==> src/rtl/pkt_write_ctrl.sv <==
// Packet-to-block write controller: packs a beat stream into linked memory blocks
// (payload followed by a next-pointer footer) and emits one descriptor per packet.
module pkt_write_ctrl #(
    parameter int unsigned BEAT_BYTES   = 2,
    parameter int unsigned BLOCK_BYTES  = 64,
    parameter int unsigned FOOTER_BYTES = 2,
    parameter int unsigned ADDR_W       = 10,
    parameter int unsigned LEN_W        = 16
) (
    input  logic                             clk,
    input  logic                             rst_n,
    input  logic [8*BEAT_BYTES-1:0]          s_data_i,
    input  logic                             s_valid_i,
    input  logic                             s_sop_i,
    input  logic                             s_eop_i,
    input  logic                             s_abort_i,
    input  logic [$clog2(BEAT_BYTES+1)-1:0]  s_bytes_i,
    output logic                             s_ready_o,
    output logic                             alloc_req_o,
    input  logic                             alloc_gnt_i,
    input  logic [ADDR_W-1:0]                alloc_idx_i,
    input  logic                             mem_ready_i,
    output logic                             mem_we_o,
    output logic [ADDR_W-1:0]                mem_addr_o,
    output logic [8*BLOCK_BYTES-1:0]         mem_wdata_o,
    output logic                             desc_valid_o,
    input  logic                             desc_ready_i,
    output logic [ADDR_W-1:0]                desc_start_o,
    output logic [LEN_W-1:0]                 desc_len_o,
    output logic [LEN_W-1:0]                 desc_blocks_o,
    output logic                             desc_err_o
);

    localparam int unsigned DATA_W        = 8 * BEAT_BYTES;
    localparam int unsigned PAYLOAD_BYTES = BLOCK_BYTES - FOOTER_BYTES;
    localparam int unsigned PAYLOAD_BEATS = PAYLOAD_BYTES / BEAT_BYTES;
    localparam int unsigned PAYLOAD_BITS  = 8 * PAYLOAD_BYTES;
    localparam int unsigned FOOTER_BITS   = 8 * FOOTER_BYTES;
    localparam int unsigned CNT_W         = $clog2(PAYLOAD_BEATS + 1);

    typedef enum logic [2:0] {IDLE, ARMED, FILL, NEXT, WRITE, DESC} state_t;

    state_t                  state, state_nx;
    logic [ADDR_W-1:0]       curr_idx, next_idx, start_idx;
    logic [PAYLOAD_BITS-1:0] payload;
    logic [FOOTER_BITS-1:0]  footer;
    logic [CNT_W-1:0]        beat_cnt;
    logic [LEN_W-1:0]        len, blocks;
    logic                    err, eop_f;
    logic                    beat_acc;
    int unsigned             beat_nbytes;
    int unsigned             slot_msb;
    logic [DATA_W-1:0]       beat_data;
    logic [LEN_W:0]          len_sum;

    assign s_ready_o     = (state == ARMED) || (state == FILL);
    assign alloc_req_o   = (state == IDLE) || (state == NEXT);
    assign mem_we_o      = (state == WRITE);
    assign desc_valid_o  = (state == DESC);
    assign mem_addr_o    = curr_idx;
    assign mem_wdata_o   = {payload, footer};
    assign desc_start_o  = start_idx;
    assign desc_len_o    = len;
    assign desc_blocks_o = blocks;
    assign desc_err_o    = err;
    assign beat_acc      = s_valid_i && s_ready_o;

    // Lanes past the valid byte count on an eop beat are zeroed so unwritten payload stays 0.
    always_comb begin
        beat_nbytes = BEAT_BYTES;
        if (s_eop_i && (s_bytes_i != '0) && (32'(s_bytes_i) < BEAT_BYTES))
            beat_nbytes = 32'(s_bytes_i);
        beat_data = s_data_i;
        for (int unsigned i = 0; i < BEAT_BYTES; i++)
            if (i >= beat_nbytes) beat_data[DATA_W-1-8*i -: 8] = '0;
        len_sum  = {1'b0, len} + (LEN_W+1)'(beat_nbytes);
        slot_msb = PAYLOAD_BITS - 1 - 32'(beat_cnt) * DATA_W;
    end

    always_comb begin
        footer = '0;
        footer[FOOTER_BITS-1 -: ADDR_W] = eop_f ? '0 : next_idx;
        footer[FOOTER_BITS-1-ADDR_W]    = eop_f;
    end

    always_ff @(posedge clk or negedge rst_n) begin
        if (!rst_n) state <= IDLE;
        else        state <= state_nx;
    end

    always_comb begin
        state_nx = state;
        unique case (state)
            IDLE:  if (alloc_gnt_i) state_nx = ARMED;
            ARMED: if (beat_acc && s_sop_i) state_nx = s_eop_i ? WRITE : FILL;
            FILL: begin
                if (beat_acc) begin
                    if (s_abort_i || s_eop_i)                        state_nx = WRITE;
                    else if (beat_cnt == CNT_W'(PAYLOAD_BEATS - 1))  state_nx = NEXT;
                end
            end
            NEXT:  if (alloc_gnt_i) state_nx = WRITE;
            WRITE: if (mem_ready_i) state_nx = eop_f ? DESC : FILL;
            DESC:  if (desc_ready_i) state_nx = IDLE;
            default: state_nx = IDLE;
        endcase
    end

    always_ff @(posedge clk or negedge rst_n) begin
        if (!rst_n) begin
            curr_idx  <= '0;
            next_idx  <= '0;
            start_idx <= '0;
            payload   <= '0;
            beat_cnt  <= '0;
            len       <= '0;
            blocks    <= '0;
            err       <= 1'b0;
            eop_f     <= 1'b0;
        end else begin
            unique case (state)
                IDLE: begin
                    if (alloc_gnt_i) begin
                        curr_idx  <= alloc_idx_i;
                        start_idx <= alloc_idx_i;
                    end
                end
                ARMED: begin
                    if (beat_acc && s_sop_i) begin
                        payload  <= {beat_data, {(PAYLOAD_BITS-DATA_W){1'b0}}};
                        beat_cnt <= CNT_W'(1);
                        len      <= LEN_W'(beat_nbytes);
                        blocks   <= '0;
                        err      <= 1'b0;
                        eop_f    <= s_eop_i;
                    end
                end
                FILL: begin
                    if (beat_acc) begin
                        if (s_abort_i) begin
                            eop_f <= 1'b1;
                            err   <= 1'b1;
                        end else begin
                            payload[slot_msb -: DATA_W] <= beat_data;
                            beat_cnt <= beat_cnt + 1'b1;
                            eop_f    <= s_eop_i;
                            if (len_sum[LEN_W]) begin
                                len <= '1;
                                err <= 1'b1;
                            end else begin
                                len <= len_sum[LEN_W-1:0];
                            end
                        end
                    end
                end
                NEXT: if (alloc_gnt_i) next_idx <= alloc_idx_i;
                WRITE: begin
                    if (mem_ready_i) begin
                        blocks <= blocks + 1'b1;
                        if (!eop_f) begin
                            curr_idx <= next_idx;
                            payload  <= '0;
                            beat_cnt <= '0;
                        end
                    end
                end
                default: ;
            endcase
        end
    end

endmodule

==> config.mk <==
export PLATFORM = sky130hd
export DESIGN_NAME = pkt_write_ctrl
export DESIGN_NICKNAME = d
export VERILOG_FILES = /design/src/rtl/pkt_write_ctrl.sv
export SDC_FILE = /design/constraint.sdc
export NUM_CORES = 1
export LEC_CHECK = 0
export CAP_MARGIN = 20
export CORE_MARGIN = 5
export CORE_UTILIZATION = 40
export CTS_CLUSTER_DIAMETER = 120
export DETAILED_ROUTE_END_ITERATION = 16
export PLACE_DENSITY_LB_ADDON = 0.3
export SYNTH_ARGS = -nofsm -noshare
export SYNTH_HDL_FRONTEND = slang
export SYNTH_SLANG_ARGS = --single-unit
==> constraint.sdc <==
create_clock -name clk -period 4 [get_ports clk]
set_input_delay 0.8 -clock clk [delete_from_list [all_inputs] [get_ports clk]]
set_output_delay 0.8 -clock clk [all_outputs]
set_load 0.1 [all_outputs]
==> results of run 1 <==
==> through the flow <==
stage	instances	utilization (%)
6_report	3527	55.48
5_1_grt	3527	55.48
4_1_cts	3524	55.38
3_5_place_dp	3413	52.04
3_3_place_gp	3411	51.99
2_1_floorplan	2117	-
==> power by group through the flow <==
stage	logic (uW)	clock network (uW)	registers, uW
after floorplan	2580	0	10900
after global placement	9150	0	6930
after detailed placement	9230	0	6960
after CTS	9260	5830	6880
after global routing	9570	6070	6960
final	9250	5720	6880
==> state kept, by name, indices dropped and copies added (netlist names) <==
name and cells:
eop_f 1, desc_blocks_o 16, state 3, desc_err_o 1, beat_cnt 5, desc_len_o 16
mem_addr_o 10, payload 496, next_idx 10, desc_start_o 10
==> layout make-up <==
type / count / area share (%)
tap: 782 / 2.916
multi-input combinational: 1368 / 28.17
clock buffer: 78 / 4.885
inverter: 12 / 0.1343
timing repair buffer: 686 / 20.39
sequential: 568 / 42.36
clock inverter: 33 / 1.137
==> routing by layer <==
metal / vias up / GRT usage (%) / routed length [um]
li1: 8332 / - / -
met3: 178 / 7.412 / 7110
met2: 737 / 42.83 / 42190
met1: 9567 / 32.90 / 35720
met4: 0 / 8.932 / 3436
met5: - / 0 / 0
==> cell families (layout without fill, tap and decap cells) <==
family	after synthesis	count (layout)	synth area share [%]
buffers and inverters	181	809	3.395
AO/OA/AOI/OAI	120	120	3.323
AND/OR/NAND/NOR	704	704	12.90
other	1	5	0.01535
flip-flops	568	568	58.16
multiplexers	517	517	21.29
adder cells (fa/ha/maj)	6	6	0.3379
XOR/XNOR	16	16	0.5734
==> worst reg2reg max path, cell delays in order, from the launching register on <==
cell	delay (ns)
dfrtp_1	0.35
buf_4	0.23
inv_1	0.15
ha_1	0.68
nor3b_1	0.43
nand2_1	0.27
nor3b_1	0.26
o22ai_1	0.32
buf_4	0.30
a22o_1	0.25
==> worst min-delay path by stage <==
stage / startpoint / end / cells after the start
2_1_floorplan: next_idx[9] / next_idx[9] / 1
3_3_place_gp: mem_addr_o[1] / mem_addr_o[1] / 2
3_5_place_dp: mem_addr_o[5] / mem_addr_o[5] / 2
4_1_cts: rst_n / payload[212] / 1
5_1_grt: rst_n / payload[212] / 1
6_report: rst_n / payload[212] / 1
==> layout by cell type (no fill, tap or decap), drive strengths merged, types with 6 or more instances in the layout <==
master,synthesis,final
a21oi,19,19
a22o,8,8
a31oi,8,8
a32o,9,9
buf,61,94
bufinv,0,7
clkbuf,108,78
clkdlybuf4s50,0,592
clkinv,1,19
clkinvlp,0,6
dfrtp,568,568
inv,11,13
mux2,22,22
mux2i,495,495
nand2,530,530
nand3,28,28
nand4,11,11
nor2,47,47
nor2b,13,13
nor3,17,17
nor4,11,11
o21ai,46,46
or3,12,12
xor2,12,12
==> run summary, run 1 <==
Least-Margin Pin Slew = 1.279 ns
commonest cells in the netlist = dfrtp_1 (568), nand2_1 (530), mux2i_1 (495)
P_sw = 10130 uW
post-CTS setup buffer count = 0
H-Tree Depth = 2
setup violators final = 0
drt first-iter violations = 1562
fraction of registers with async set/reset = 100.0%
Bufs and invs on worst path = 1
post-synthesis sequential area ratio = 58.16%
Post-synth EDFFs = 0
Routability Congestion = 0.8705
Synth area leader = dfrtp_1
worst skew pair latency = 0.62 ns
total congestion overflow = 0
Final nets = 2739
RSZ-0062 raised after global routing = no
Final Cell Area = 33550 sq um
Max-cap violations = 0
post-route setup TNS = 0 ns
Worst IR Drop VDD = 0.0007319 V
initial antenna violation count = 2
post-detailed-route via-to-cell ratio = 5.334
WHS = 0.1880 ns
Core Footprint = 60470 sq um
Setup Crit Path Kind = flop to primary output
Die Wd = 257.2 um
sequential standard cell area = 14210 sq um
fin. max-slew vios = 0
worst path cell trace = nor2b_1, clkdlybuf4s50_1
routed wire length = 88460 um
Worst Path Arrival = 2.62 ns
Seq pwr share = 31.5%
via count = 18810
Slew HR = 14.75%
Critical Path Source = eop_f
worst r2r dst = payload[493]
Mapped Cells = 2113
Resized cells post-CTS = 0
footprint of the multi-input gates = 9452 sq um
Setup crit end = mem_wdata_o[13]
clock buffer depth = 3
Final ANT Viol Nets = 0
share of the synthesized area in the top cell type = 58.16%
Netlist cell types = 67
slowest CP cell = clkdlybuf4s50_1
clock sinks = 568
R2R cell count = 9
Worst R2R Setup Slack = 0.65 ns
Worst Clk Skew = 0.01293 ns
first-pass GRT wire length = 131100 um
clock power share = 26.2%
Cell Rows = 90
share of layout cells above drive strength 1 = 8.962%
Yosys reg bits = 568
largest cells by area after synthesis = dfrtp_1 (58%), mux2i_1 (20%), nand2_1 (8.1%)
Gate power share = 42.3%
Final period util = 85.40%
leak pwr = 0.01588 uW
final hold violations = 0
Syn Std Cell Area = 24440 sq um
reg2reg start = beat_cnt[0]
PnR worst setup slack = 0.5840 ns
stages on the worst setup path = 2
Worst path max stage delay = 1.17 ns
delay-heaviest family, CP = buffers and inverters
Crit Path Max Fanout = 15
Worst EP required = 3.20 ns
Tmin final = 3.416 ns
n_diodes = 0
Setup WS pre-CTS = 0.2566 ns
vias in the first global route = 19590
largest net degree at the start of global routing = 199
cts bufs inserted = 60
Pre-antenna DRT Iters = 5
final routed wire length divided by cell count = 25.08 um
Initial Util = 40.41%
switching share of power = 46.37%
drt drc = 0
overall power = 21850 uW
syn_area_per_cell = 11.57 sq um
clk slew on worst S/H paths = 0.06 ns
Setup crit end kind = primary output
Internal = 11720 uW
Main synth FF type = dfrtp_1
Root Driver = clkbuf_16
worst min-delay path category = input pin to async pin
Ports = 606
top-count cell post-synth = dfrtp_1
Fillers = 5118
GRT Total Usage = 25.91%
TritonCTS clock tree = done
Port Buffer Count = 600
Pwr Density = 651.1 nW/um^2
die footprint = 66140 sq um
Area after DPL = 31470 sq um
FMAX = 292.7 MHz
DIE HEIGHT = 257.2 um
status = finished, final reports clean
Syn-to-layout area delta = 37.29%
# hold bufs at CTS = 0
Post-DP HPWL = 61110 um
yosys warns = 0
startpoint types = flop
No activity file was read; power rests on OpenSTA's default activity.
==> run 2: changes to the inputs <==
CORE_ASPECT_RATIO = 0.6   (was default)
==> run summary, run 2 (synthesis results as in run 1) <==
H-Tree Depth = 2 (unchanged)
post-route setup TNS = 0 ns (unchanged)
DIE HEIGHT = 201.5 um (-22%)
routed wire length = 85800 um (-3.0%)
Worst Clk Skew = 0.03456 ns (+0.02163 ns)
cts bufs inserted = 55 (-8.3%)
startpoint types = flop
initial antenna violation count = 0 (-2)
Core Footprint = 60700 sq um (+0.37%)
Worst Path Arrival = 2.53 ns (-0.09 ns)
Least-Margin Pin Slew = 1.138 ns (-0.1409 ns)
Bufs and invs on worst path = 1 (unchanged)
Syn-to-layout area delta = 36.26%
TritonCTS clock tree = done
share of layout cells above drive strength 1 = 8.815% (-0.15 points)
die footprint = 66300 sq um (+0.24%)
Setup crit end kind = primary output
Pre-antenna DRT Iters = 8 (+3)
leak pwr = 0.01576 uW (-0.72%)
total congestion overflow = 0 (unchanged)
GRT Total Usage = 25.32% (-0.60 points)
Biggest register = payload
Final nets = 2736 (-0.11%)
FMAX = 300.7 MHz (+2.7%)
RSZ-0062 raised after global routing = no
post-route insts no fill = 3562 (+0.99%)
most common cell after layout, fill and taps aside = clkdlybuf4s50_1
Final Cell Area = 33300 sq um (-0.75%)
most frequent cells in the layout = clkdlybuf4s50_1 (587), dfrtp_1 (568), nand2_1 (525)
post-CTS setup buffer count = 0 (unchanged)
setup violators final = 0 (unchanged)
Placed Cells = 3462 (+1.4%)
fin. max-slew vios = 0 (unchanged)
Worst EP required = 3.20 ns (about the same)
Slew HR = 23.91% (+9.2 points)
drt first-iter violations = 1564 (+0.13%)
slowest CP cell = clkdlybuf4s50_1
Tmin final = 3.326 ns (-0.09019 ns)
Cell Rows = 70 (-22%)
Routability Congestion = 0.8756 (+0.59%)
clock power share = 24.8% (-1.4 points)
Final ANT Viol Nets = 0 (unchanged)
Final period util = 83.14% (-2.3 points)
Setup Crit Path Kind = flop to primary output
clk slew on worst S/H paths = 0.06 ns (about the same)
final routed wire length divided by cell count = 24.09 um (-4.0%)
switching share of power = 46.87% (+0.50 points)
drt drc = 0 (unchanged)
Worst IR Drop VDD = 0.0006399 V (-13%)
first-pass GRT wire length = 128900 um (-1.7%)
Initial Util = 40.26% (-0.15 points)
final hold violations = 0 (unchanged)
worst skew pair latency = 0.60 ns (-0.02 ns)
n_diodes = 0 (unchanged)
overall power = 21230 uW (-2.8%)
vias in the first global route = 19670 (+0.39%)
largest net degree at the start of global routing = 207 (+4.0%)
P_sw = 9948 uW (-1.8%)
post-detailed-route via-to-cell ratio = 5.293 (-0.78%)
Seq pwr share = 32.6% (+1.1 points)
status = finished, final reports clean
worst path cell trace = clkdlybuf4s50_1
# hold bufs at CTS = 0 (unchanged)
Port Buffer Count = 600 (unchanged)
via count = 18850 (+0.21%)
Die Wd = 329.1 um (+28%)
Ports = 606 (unchanged)
Worst path max stage delay = 1.25 ns (+0.08 ns)
Post-DP HPWL = 59500 um (-2.6%)
Pwr Density = 637.5 nW/um^2 (-2.1%)
Max-cap violations = 0 (unchanged)
Crit Path Max Fanout = 15 (unchanged)
WHS = 0.2441 ns (+0.05612 ns)
delay-heaviest family, CP = buffers and inverters
Resized cells post-CTS = 0 (unchanged)
Area after DPL = 31500 sq um (+0.10%)
max FFs per register = 496 (unchanged)
Internal = 11280 uW (-3.7%)
Gate power share = 42.6% (+0.3 points)
worst min-delay path category = input pin to async pin
clock sinks = 568 (unchanged)
Root Driver = clkbuf_16
clock buffer depth = 3 (unchanged)
run 2: cell count changes in the layout (fill, tap and decap cells not counted), sizes merged:
cell and delta:
clkinvlp -4, buf +7, clkdlybuf4s50 -5, clkinv -3, clkbuf -4, inv +1
bufinv -3
run 2: final timing paths:
path / from / endpoint / slack, ns / cells after the start
worst min-delay path: rst_n / next_idx[5] / 0.24 / 1
min in group clk: mem_addr_o[5] / mem_addr_o[5] / 0.49 / 2
worst max register to register: beat_cnt[0] / payload[221] / 0.79 / 6
worst min register to register: mem_addr_o[5] / mem_addr_o[5] / 0.49 / 2
worst max-delay path: eop_f / mem_wdata_o[5] / 0.67 / 1
max in group asynchronous: rst_n / payload[460] / 2.49 / 2
run 2: power groups by stage:
stage          logic, uW  registers (uW)  clock network, uW
3_5_place_dp        9050            7000                  0
2_1_floorplan       2580           10900                  0
4_1_cts             9060            6900               5370
6_report            9050            6910               5260
5_1_grt             9360            6990               5630
3_3_place_gp        8950            6960                  0
run 2: per-stage QoR:
| step | util (%) | setup slack [ns] |
|---|---|---|
| 4_1_cts | 54.84 | 0.6078 |
| 3_3_place_gp | 51.90 | 0.3309 |
| 3_5_place_dp | 51.90 | 0.2935 |
| 5_1_grt | 54.86 | 0.5413 |
| 2_1_floorplan | - | 0.2956 |
| 6_report | 54.86 | 0.6742 |
run 2: cell type report:
cell class	count	area, sq um
Inverter	12	45.04
Sequential cell	568	14210
Fill cell	5164	27400
Clock buffer	74	1540
Clock inverter	24	242.7
Timing Repair Buffer	688	6766
Multi-Input combinational cell	1368	9454
Tap cell	828	1036
run 2: metal layers:
metal	share of wire [%]	vias up	track usage [%]
met4	2.4	0	6.367
met1	43	9729	35.25
li1	-	8309	-
met2	47	681	40.51
met3	7.3	134	5.712
met5	0	-	0
==> edit (flow settings as in run 2) <==
Put one more register stage on the output `desc_err_o`, with the module's reset. The value now appears one clock later. The other outputs are not delayed to match.
--- a/src/rtl/pkt_write_ctrl.sv
+++ b/src/rtl/pkt_write_ctrl.sv
@@ -63,5 +63,11 @@
     assign desc_len_o    = len;
     assign desc_blocks_o = blocks;
-    assign desc_err_o    = err;
+    always_ff @(posedge clk or negedge rst_n) begin
+        if (!rst_n) begin
+            desc_err_o <= '0;
+        end else begin
+            desc_err_o <= err;
+        end
+    end
     assign beat_acc      = s_valid_i && s_ready_o;
 
Function: not settled (the Yosys comparison gave no result); the edit may change what the design does.
==> edit against run 2 <==
  * Routed wire length rose by 1.8%
  * Setup slack got worse by 0.060 ns
  * Combinational power fell by 9.3%
  * Total power down 4.3%
  * Non-clock buffer count decreased by 6
  * Worst hold slack better by 0.038 ns
  * Global-route usage grew 0.31 points
  * Clock skew fell by 0.023 ns
  * Sequential cell count grew 1
  * Synthesized area hardly changed
  * Final area rose by 0.55%
  * Critical endpoint is now mem_wdata_o[10]
  * Highest routed layer is now met5
==> edit: results (changes against run 2) <==
* Nets at 2743 (+0.26%)
* Drt pass-1 iters at 5 (-3)
* Pleak at 0.0166 uW (+5.6%)
* IR drop worst, VDD at 0.000593 V (-7.3%)
* Seq/Total Area, Yosys at 58.2% (+0.085 points)
* Post-Syn Instances at 2118 (+0.24%)
* Vias in the first global route at 19400 (-1.3%)
* First-pass GRT wire length at 129 mm (+0.33%)
* Gr usage total at 25.6% (+0.31 points)
* Filler cells at 5033 (-2.5%)
* Post-synth top cells: 569 x dfrtp_1, 539 x nand2_1, 495 x mux2i_1
* Outcome: complete, no violations
* Clk root buf: clkbuf_16
* Synth warnings at 0 (unchanged)
* Worst-Margin Slew at 1.09 ns (-0.0492 ns)
* Via density at 5.28 (-0.24%)
* Pre-CTS setup slack at 0.333 ns (+0.0390 ns)
* RD Place Congestion at 0.828 (-5.5%)
* Internal power at 11200 uW (-1.1%)
* Final Hold Fails at 0 (unchanged)
* Register clock-pin slew on the reported worst setup and hold paths at 0.06 ns (about the same)
* Area contributors post-synth: dfrtp_1 58%, mux2i_1 20%, nand2_1 8.3%
* Min-delay worst type: in2async
* Post-DR wirelength/cell at 24.4 um (+1.5%)
* Drt total wl at 87.3 mm (+1.8%)
* Netlist cell types at 68 (+1.5%)
* Final Skew at 0.0116 ns (-0.0230 ns)
* DR iter-0 viols at 1696 (+8.4%)
* Placed insts at 3471 (+0.26%)
* Crit-path max cell delay at 1.17 ns (-0.08 ns)
* Largest net degree at the start of global routing at 166 (-20%)
* Antenna violations before repair at 2 (+2)
* Dpl hpwl at 61.1 mm (+2.8%)
* Layout cells sized above 1 at 9.18% (+0.37 points)
-- edit: path summary, 6_finish.rpt --
path	start	end	slack, ns	depth (start not counted)
worst max-delay path	eop_f$_DFFE_PN0P_	mem_wdata_o[10]	0.61	2
worst min-delay path	rst_n	desc_len_o[14]$_DFFE_PN0P_	0.28	1
worst max register to register	state[1]$_DFFE_PN0P_	payload[203]$_DFFE_PN0P_	0.77	8
worst min register to register	err$_DFFE_PN0P_	desc_err_o$_DFF_PN0_	0.41	0
max in group asynchronous	rst_n	payload[15]$_DFFE_PN0P_	2.64	2
min in group clk	err$_DFFE_PN0P_	desc_err_o$_DFF_PN0_	0.41	0
-- edit: per-stage QoR --
stage	cell area, um2	power (uW)
final	33500	20300
after global routing	33500	21000
after CTS	33500	20400
after detailed placement	31600	14800
after global placement	31600	14700
after floorplan	24500	12200
-- edit: area by class of cell --
cell class | instances | area share (%)
sequential | 569 | 42.5
multi-input combinational | 1380 | 28.2
timing repair buffer | 682 | 20.4
clock buffer | 74 | 4.62
tap | 828 | 3.09
clock inverter | 27 | 1.07
inverter | 12 | 0.135
antenna | 1 | 0.00747
-- edit: power groups by stage --
stage               Combinational [uW]  Sequential, uW  Clock [uW]
floorplan                         3280            8890           0
global placement                  8130            6610           0
detailed placement                8210            6640           0
CTS                               8240            6540        5660
global route                      8540            6600        5910
finish                            8210            6550        5560
-- edit: cell families after synthesis --
kind of cell	after synthesis	share of synthesized area, %
simple gates	708	12.5
flops	569	58.2
mux	517	21.3
buf+inv	173	3.35
compound gates	131	3.80
xor+xnor	13	0.466
fa+ha+maj	6	0.338
other cells	1	0.0153
-- edit: routing by layer --
metal  up-vias  share of wire [%]  GRT usage [%]
met5         -              0.015              0
met4         2                2.5           6.70
met3       124                7.3           6.25
met2       675                 46           40.5
met1      9747                 44           35.7
li1       8317                  -              -
